<file path="src/rtl/seg_pkg.sv">
// Glyph table and decoder shared by the 7-segment encoder and the readback path.
// Segments are active-low: bit0=a .. bit6=g.
package seg_pkg;

  localparam logic [6:0] SEG_BLANK = 7'h7F;

  localparam logic [6:0] SEG_GLYPH [16] = '{
    7'h40, 7'h79, 7'h24, 7'h30, 7'h19, 7'h12, 7'h02, 7'h78,
    7'h00, 7'h10, 7'h08, 7'h03, 7'h46, 7'h21, 7'h06, 7'h0E
  };

  typedef struct packed {
    logic [3:0] nib;
    logic       blank;
    logic       illegal;
  } seg_dec_t;

  function automatic seg_dec_t seg_decode(input logic [6:0] pat);
    seg_dec_t d;
    d.nib     = 4'h0;
    d.blank   = (pat == SEG_BLANK);
    d.illegal = (pat != SEG_BLANK);
    for (int i = 0; i < 16; i++) begin
      if (pat == SEG_GLYPH[i]) begin
        d.nib     = 4'(i);
        d.illegal = 1'b0;
      end
    end
    return d;
  endfunction

endpackage

</file>
<file path="src/rtl/seg_readback_filter.sv">
// One digit of the readback: input synchroniser, stability filter and glyph decode.
// A digit is stable once its pattern has been seen STABLE_CYCLES times in a row.
module seg_readback_filter
  import seg_pkg::*;
#(
  parameter int SYNC_STAGES   = 2,
  parameter int STABLE_CYCLES = 4
) (
  input  logic       clk,
  input  logic       rst,
  input  logic [6:0] seg,
  output logic [3:0] nib,
  output logic       blank,
  output logic       illegal,
  output logic       stable,
  output logic       err
);

  localparam int CNT_W = (STABLE_CYCLES > 1) ? $clog2(STABLE_CYCLES) : 1;
  localparam logic [CNT_W-1:0] CNT_MAX = CNT_W'(STABLE_CYCLES - 1);

  logic [6:0]       sync [SYNC_STAGES];
  logic [6:0]       prev;
  logic [CNT_W-1:0] cnt;
  seg_dec_t         dec;

  // Synchroniser resets to the blank pattern so reset release looks like an unlit display.
  always_ff @(posedge clk or posedge rst) begin
    if (rst) begin
      for (int i = 0; i < SYNC_STAGES; i++) sync[i] <= SEG_BLANK;
    end else begin
      sync[0] <= seg;
      for (int i = 1; i < SYNC_STAGES; i++) sync[i] <= sync[i-1];
    end
  end

  always_ff @(posedge clk or posedge rst) begin
    if (rst) begin
      prev <= SEG_BLANK;
      cnt  <= '0;
      err  <= 1'b0;
    end else begin
      if (sync[SYNC_STAGES-1] != prev) begin
        prev <= sync[SYNC_STAGES-1];
        cnt  <= '0;
      end else if (cnt != CNT_MAX) begin
        cnt <= cnt + 1'b1;
      end
      err <= stable & dec.illegal;
    end
  end

  assign dec     = seg_decode(prev);
  assign stable  = (cnt == CNT_MAX);
  assign nib     = dec.nib;
  assign blank   = dec.blank;
  assign illegal = dec.illegal;

endmodule

</file>
<file path="src/rtl/seg_readback.sv">
// Reads six active-low 7-segment buses back into a 24-bit hex word, emitting a
// snapshot on valid/ready whenever the stable display content changes.
module seg_readback
  import seg_pkg::*;
#(
  parameter int SYNC_STAGES   = 2,
  parameter int STABLE_CYCLES = 4,
  parameter int MISS_W        = 8
) (
  input  logic              clk,
  input  logic              rst,
  input  logic [6:0]        SEG0,
  input  logic [6:0]        SEG1,
  input  logic [6:0]        SEG2,
  input  logic [6:0]        SEG3,
  input  logic [6:0]        SEG4,
  input  logic [6:0]        SEG5,
  output logic [23:0]       word_o,
  output logic [5:0]        blank_o,
  output logic              word_valid,
  input  logic              word_ready,
  output logic [5:0]        err_o,
  output logic [MISS_W-1:0] missed_o
);

  localparam logic [0:0] IDLE = 1'b0;
  localparam logic [0:0] PEND = 1'b1;

  logic [6:0]  seg_in [6];
  logic [23:0] cand_word;
  logic [5:0]  cand_blank;
  logic [5:0]  illegal;
  logic [5:0]  stable;
  logic [29:0] cand;
  logic        eligible;

  logic [0:0]  state;
  logic [29:0] last_emitted;
  logic        has_emitted;
  logic [29:0] last_missed;
  logic        has_missed;

  assign seg_in[0] = SEG0;
  assign seg_in[1] = SEG1;
  assign seg_in[2] = SEG2;
  assign seg_in[3] = SEG3;
  assign seg_in[4] = SEG4;
  assign seg_in[5] = SEG5;

  for (genvar g = 0; g < 6; g++) begin : g_digit
    seg_readback_filter #(
      .SYNC_STAGES  (SYNC_STAGES),
      .STABLE_CYCLES(STABLE_CYCLES)
    ) u_filter (
      .clk    (clk),
      .rst    (rst),
      .seg    (seg_in[g]),
      .nib    (cand_word[4*g +: 4]),
      .blank  (cand_blank[g]),
      .illegal(illegal[g]),
      .stable (stable[g]),
      .err    (err_o[g])
    );
  end

  // Combinational illegal flag gates eligibility so a bad glyph never reaches the handshake.
  assign eligible = (&stable) & ~(|illegal);
  assign cand     = {cand_word, cand_blank};

  always_ff @(posedge clk or posedge rst) begin
    if (rst) begin
      state        <= IDLE;
      word_o       <= '0;
      blank_o      <= '0;
      word_valid   <= 1'b0;
      last_emitted <= '0;
      has_emitted  <= 1'b0;
      last_missed  <= '0;
      has_missed   <= 1'b0;
      missed_o     <= '0;
    end else begin
      case (state)
        IDLE: begin
          if (eligible && (!has_emitted || cand != last_emitted)) begin
            word_o       <= cand_word;
            blank_o      <= cand_blank;
            word_valid   <= 1'b1;
            last_emitted <= cand;
            has_emitted  <= 1'b1;
            state        <= PEND;
          end
        end
        PEND: begin
          if (word_ready) begin
            word_valid <= 1'b0;
            state      <= IDLE;
          end
          // Each distinct superseding snapshot is counted once, even on the handshake cycle.
          if (eligible && cand != last_emitted && !(has_missed && cand == last_missed)) begin
            if (missed_o != {MISS_W{1'b1}}) missed_o <= missed_o + 1'b1;
            last_missed <= cand;
            has_missed  <= 1'b1;
          end
        end
        default: state <= IDLE;
      endcase
    end
  end

endmodule
</file>
<file path="config.mk">
export PLATFORM = sky130hd
export DESIGN_NAME = seg_readback
export DESIGN_NICKNAME = d
export VERILOG_FILES = /design/src/rtl/seg_pkg.sv /design/src/rtl/seg_readback_filter.sv /design/src/rtl/seg_readback.sv
export SDC_FILE = /design/constraint.sdc
export NUM_CORES = 1
export LEC_CHECK = 0
export ABC_AREA = 1
export CORE_ASPECT_RATIO = 1.5
export CORE_MARGIN = 3
export CORE_UTILIZATION = 55
export CTS_CLUSTER_SIZE = 24
export DETAILED_ROUTE_END_ITERATION = 7
export GPL_TIMING_DRIVEN = 1
export PLACE_DENSITY = 0.73
export SLEW_MARGIN = 20
export SYNTH_ARGS = -nofsm -noshare
export SYNTH_HDL_FRONTEND = slang
export SYNTH_HIERARCHICAL = 1
export SYNTH_SLANG_ARGS = --single-unit
</file>
<file path="constraint.sdc">
create_clock -name clk -period 3.6 [get_ports clk]
set_input_delay 0.36 -clock clk [delete_from_list [all_inputs] [get_ports clk]]
set_output_delay 0.36 -clock clk [all_outputs]
set_load 0.01 [all_outputs]
</file>
==> impl_metrics.env <==
export IMPL_grt_max_degree=62
export IMPL_die_w_um=122
export IMPL_fin_skew_ns=0.0208
export IMPL_hold_worst_slack_ns=0.242
export IMPL_syn_num_nets=1447
export IMPL_clockBufferDepth=3
export IMPL_ys_top_cells_by_count="nand2_1 (435), nor2_1 (180), inv_1 (148)"
export IMPL_clock_sinks=216
export IMPL_synth_top_area_cell="dfstp_2"
export IMPL_setup_viol=0
export IMPL_area_growth_pct=15.7
export IMPL_wire_per_inst_um=14.6
export IMPL_min_period_ns=3.10
export IMPL_cts_resized=0
export IMPL_numPortBuffers=89
export IMPL_grt_total_usage_pct=24.0
export IMPL_status="complete, no violations"
export IMPL_wl_met2_mm=13.6
export IMPL_worstSetupStartpoint="g_digit[5].u_filter/prev[3]"
export IMPL_maxSlewViolCount=0
export IMPL_synth_top_cell_area_share_pct=29.9
export IMPL_cts_root_buf="clkbuf_16"
export IMPL_worstSetupPathType="register to register"
export IMPL_post_cts_buffers=0
export IMPL_post_route_cell_area_um2=12800
export IMPL_drv_cap=0
export IMPL_rows=62
export IMPL_syn_area_per_cell_um2=7.94
export IMPL_grt_overflow=0
export IMPL_leakage_uw=0.00603
export IMPL_cts_hold_buf=0
export IMPL_antenna_left=0
export IMPL_clk_latency_ns=0.52
export IMPL_num_vias=8744
export IMPL_yosysSeqAreaShare_pct=50.2
export IMPL_fillers=1658
export IMPL_gp_congestion=0.917
export IMPL_clk_pin_slew_worst_paths_ns=0.06
export IMPL_synth_warnings=6
export IMPL_min_path_type="input pin to register"
export IMPL_grt_pass1_wl_mm=42.7
export IMPL_die_area_um2=21900
export IMPL_period_share_pct=86.2
export IMPL_required_ns=3.98
export IMPL_dr_pass1_iters=5
export IMPL_grt_antenna_before_repair=0
export IMPL_synthTopCellsByArea="dfstp_2 (30%), dfrtp_1 (20%), nand2_1 (15%)"
export IMPL_tightestPinTransition_ns=0.873
export IMPL_cp_start_kind="register"
export IMPL_synth_async_reset_ratio_pct=100
export IMPL_yosys_register_bits=216
export IMPL_drt_met1_wl_mm=9.83
export IMPL_yosysUniqueCellTypes=32
export IMPL_initial_core_util_pct=56.9
export IMPL_h_tree_depth=1
export IMPL_nets=1505
export IMPL_drive_gt1_share_pct=17.2
export IMPL_grt_pass1_vias=8994
export IMPL_routed_wl_met3_um=944
export IMPL_die_h_um=180
export IMPL_max_slew_margin_pct=41.7
export IMPL_worstReg2RegStart="g_digit[5].u_filter/prev[3]"
export IMPL_endpoint_kind="register"
export IMPL_ir_worst_vdd_mv=0.416
export IMPL_setup_tns_final_ns=0
export IMPL_vias_per_cell=5.07
export IMPL_cts_tree="done"
export IMPL_initialDrtViolationCount=440
export IMPL_cts_buffers=22
export IMPL_core_um2=19500
export IMPL_synth_area_um2=11100
export IMPL_top_layer_used="met4"
export IMPL_hpwl_mm=19.5
export IMPL_synth_flop_cell="dfstp_2"
export IMPL_cp_max_fo=25
export IMPL_routed_wl_mm=25.2
export IMPL_arrival_ns=3.48
export IMPL_placed_area_um2=12000
export IMPL_max_freq_ghz=0.322
export IMPL_synth_edf_count=0
export IMPL_hp_start="SEG2[6]"
export IMPL_route_detailed_drc=0
export IMPL_post_synth_top_count_cell="nand2_1"
export IMPL_power_uw=5410
export IMPL_finalHoldViolCount=0
export IMPL_rsz0062_at_grt="no"
export IMPL_ios=90
export IMPL_syn_inst=1395
export IMPL_p_per_area_nw_per_um2=423
export IMPL_diodes=0
## area by class of cell
type / count / area, um2 / share of cell area (%)
Tap cell: 256 / 320 / 2.50
Clock inverter: 8 / 110 / 0.860
Inverter: 178 / 668 / 5.22
Clock buffer: 32 / 659 / 5.15
Sequential cell: 216 / 5560 / 43.4
Timing Repair Buffer: 94 / 966 / 7.54
Multi-Input combinational cell: 941 / 4520 / 35.3
## flip-flops by register name, indices dropped and copies added, names as in the netlist, 5 cells and up
name                   flops
word_o                    24
last_missed               30
g_digit.u_filter/sync     84
g_digit.u_filter/err       6
g_digit.u_filter/prev     42
missed_o                   8
blank_o                    5
g_digit.u_filter/cnt      12
## worst max-delay path: stages, from the launching register on
cell and delay, ns:
dfstp_2 0.58, inv_2 0.06, nor2_1 0.24, nand4_1 0.20, nand2_1 0.12, nor2_1 0.05, nand2_1 0.21, inv_1 0.16
nand2_1 0.08, nand2_1 0.13, nor2_1 0.14, nand2_1 0.07, nor2_1 0.08, nand2_1 0.10, nor2_4 0.12, nand2_1 0.09
nand2_4 0.23, buf_12 0.20, o21ai_0 0.09
## placed cells by master (no fill, tap or decap), types with 2 or more instances in the layout
| cell | n |
|---|---|
| dfstp_2 | 126 |
| nand2_1 | 435 |
| bufinv_16 | 2 |
| or2_1 | 7 |
| nand2_2 | 6 |
| o21ai_0 | 28 |
| nand3_1 | 62 |
| clkdlybuf4s50_1 | 89 |
| o21ai_1 | 15 |
| clkbuf_1 | 4 |
| inv_2 | 31 |
| nand3_2 | 6 |
| nor2_1 | 180 |
| dfrtp_1 | 90 |
| nor3_1 | 17 |
| clkbuf_8 | 5 |
| inv_1 | 147 |
| clkinv_2 | 2 |
| nand4_1 | 53 |
| nor2_2 | 7 |
| buf_4 | 2 |
| nor3_2 | 6 |
| xor2_1 | 10 |
| a21oi_1 | 13 |
| nand2_4 | 2 |
| ha_1 | 7 |
| xnor2_1 | 55 |
| buf_12 | 3 |
| and2_1 | 4 |
| o21ai_2 | 24 |
| clkbuf_16 | 23 |
## per-layer routing
metal	GRT usage, %	up-vias
met5	0	-
met4	8.25	0
met3	3.21	55
met2	44.8	168
met1	27.8	4102
li1	-	4419
## metrics by stage
step                      setup slack (ns)  util [%]  std cells
after floorplan                       1.08         -       1395
after global placement               0.598      61.8       1685
after detailed placement             0.541      61.8       1685
after CTS                            0.510      65.8       1725
after global routing                 0.212      65.8       1725
final                                0.498      65.8       1725
## worst paths after layout
path                                                end  slack [ns]  cells past startpoint
min in group asynchronous                     word_o[8]        0.43                      2
max reg2reg                                  word_o[21]        0.50                     18
min                        g_digit[2].u_filter/sync[13]        0.24                      1
min reg2reg                 g_digit[2].u_filter/sync[4]        0.35                      0
max                                          word_o[21]        0.50                     18
max in group asynchronous       g_digit[5].u_filter/err        2.25                      2
## cell families (layout without fill, tap and decap cells)
group | Yosys count | in the layout | synth area share, %
AND/OR/NAND/NOR | 788 | 788 | 30.4
adder cells (fa/ha/maj) | 7 | 7 | 0.791
AO/OA/AOI/OAI | 81 | 81 | 4.50
XOR/XNOR | 65 | 65 | 5.14
flip-flops | 216 | 216 | 50.2
buffers and inverters | 238 | 312 | 8.94
## report_power, final
part | internal (uW) | total (uW) | switching, uW
combinational | 156 | 410 | 255
sequential | 2560 | 2620 | 63.2
clock | 1430 | 2380 | 952
No activity file was read; power rests on OpenSTA's default activity.
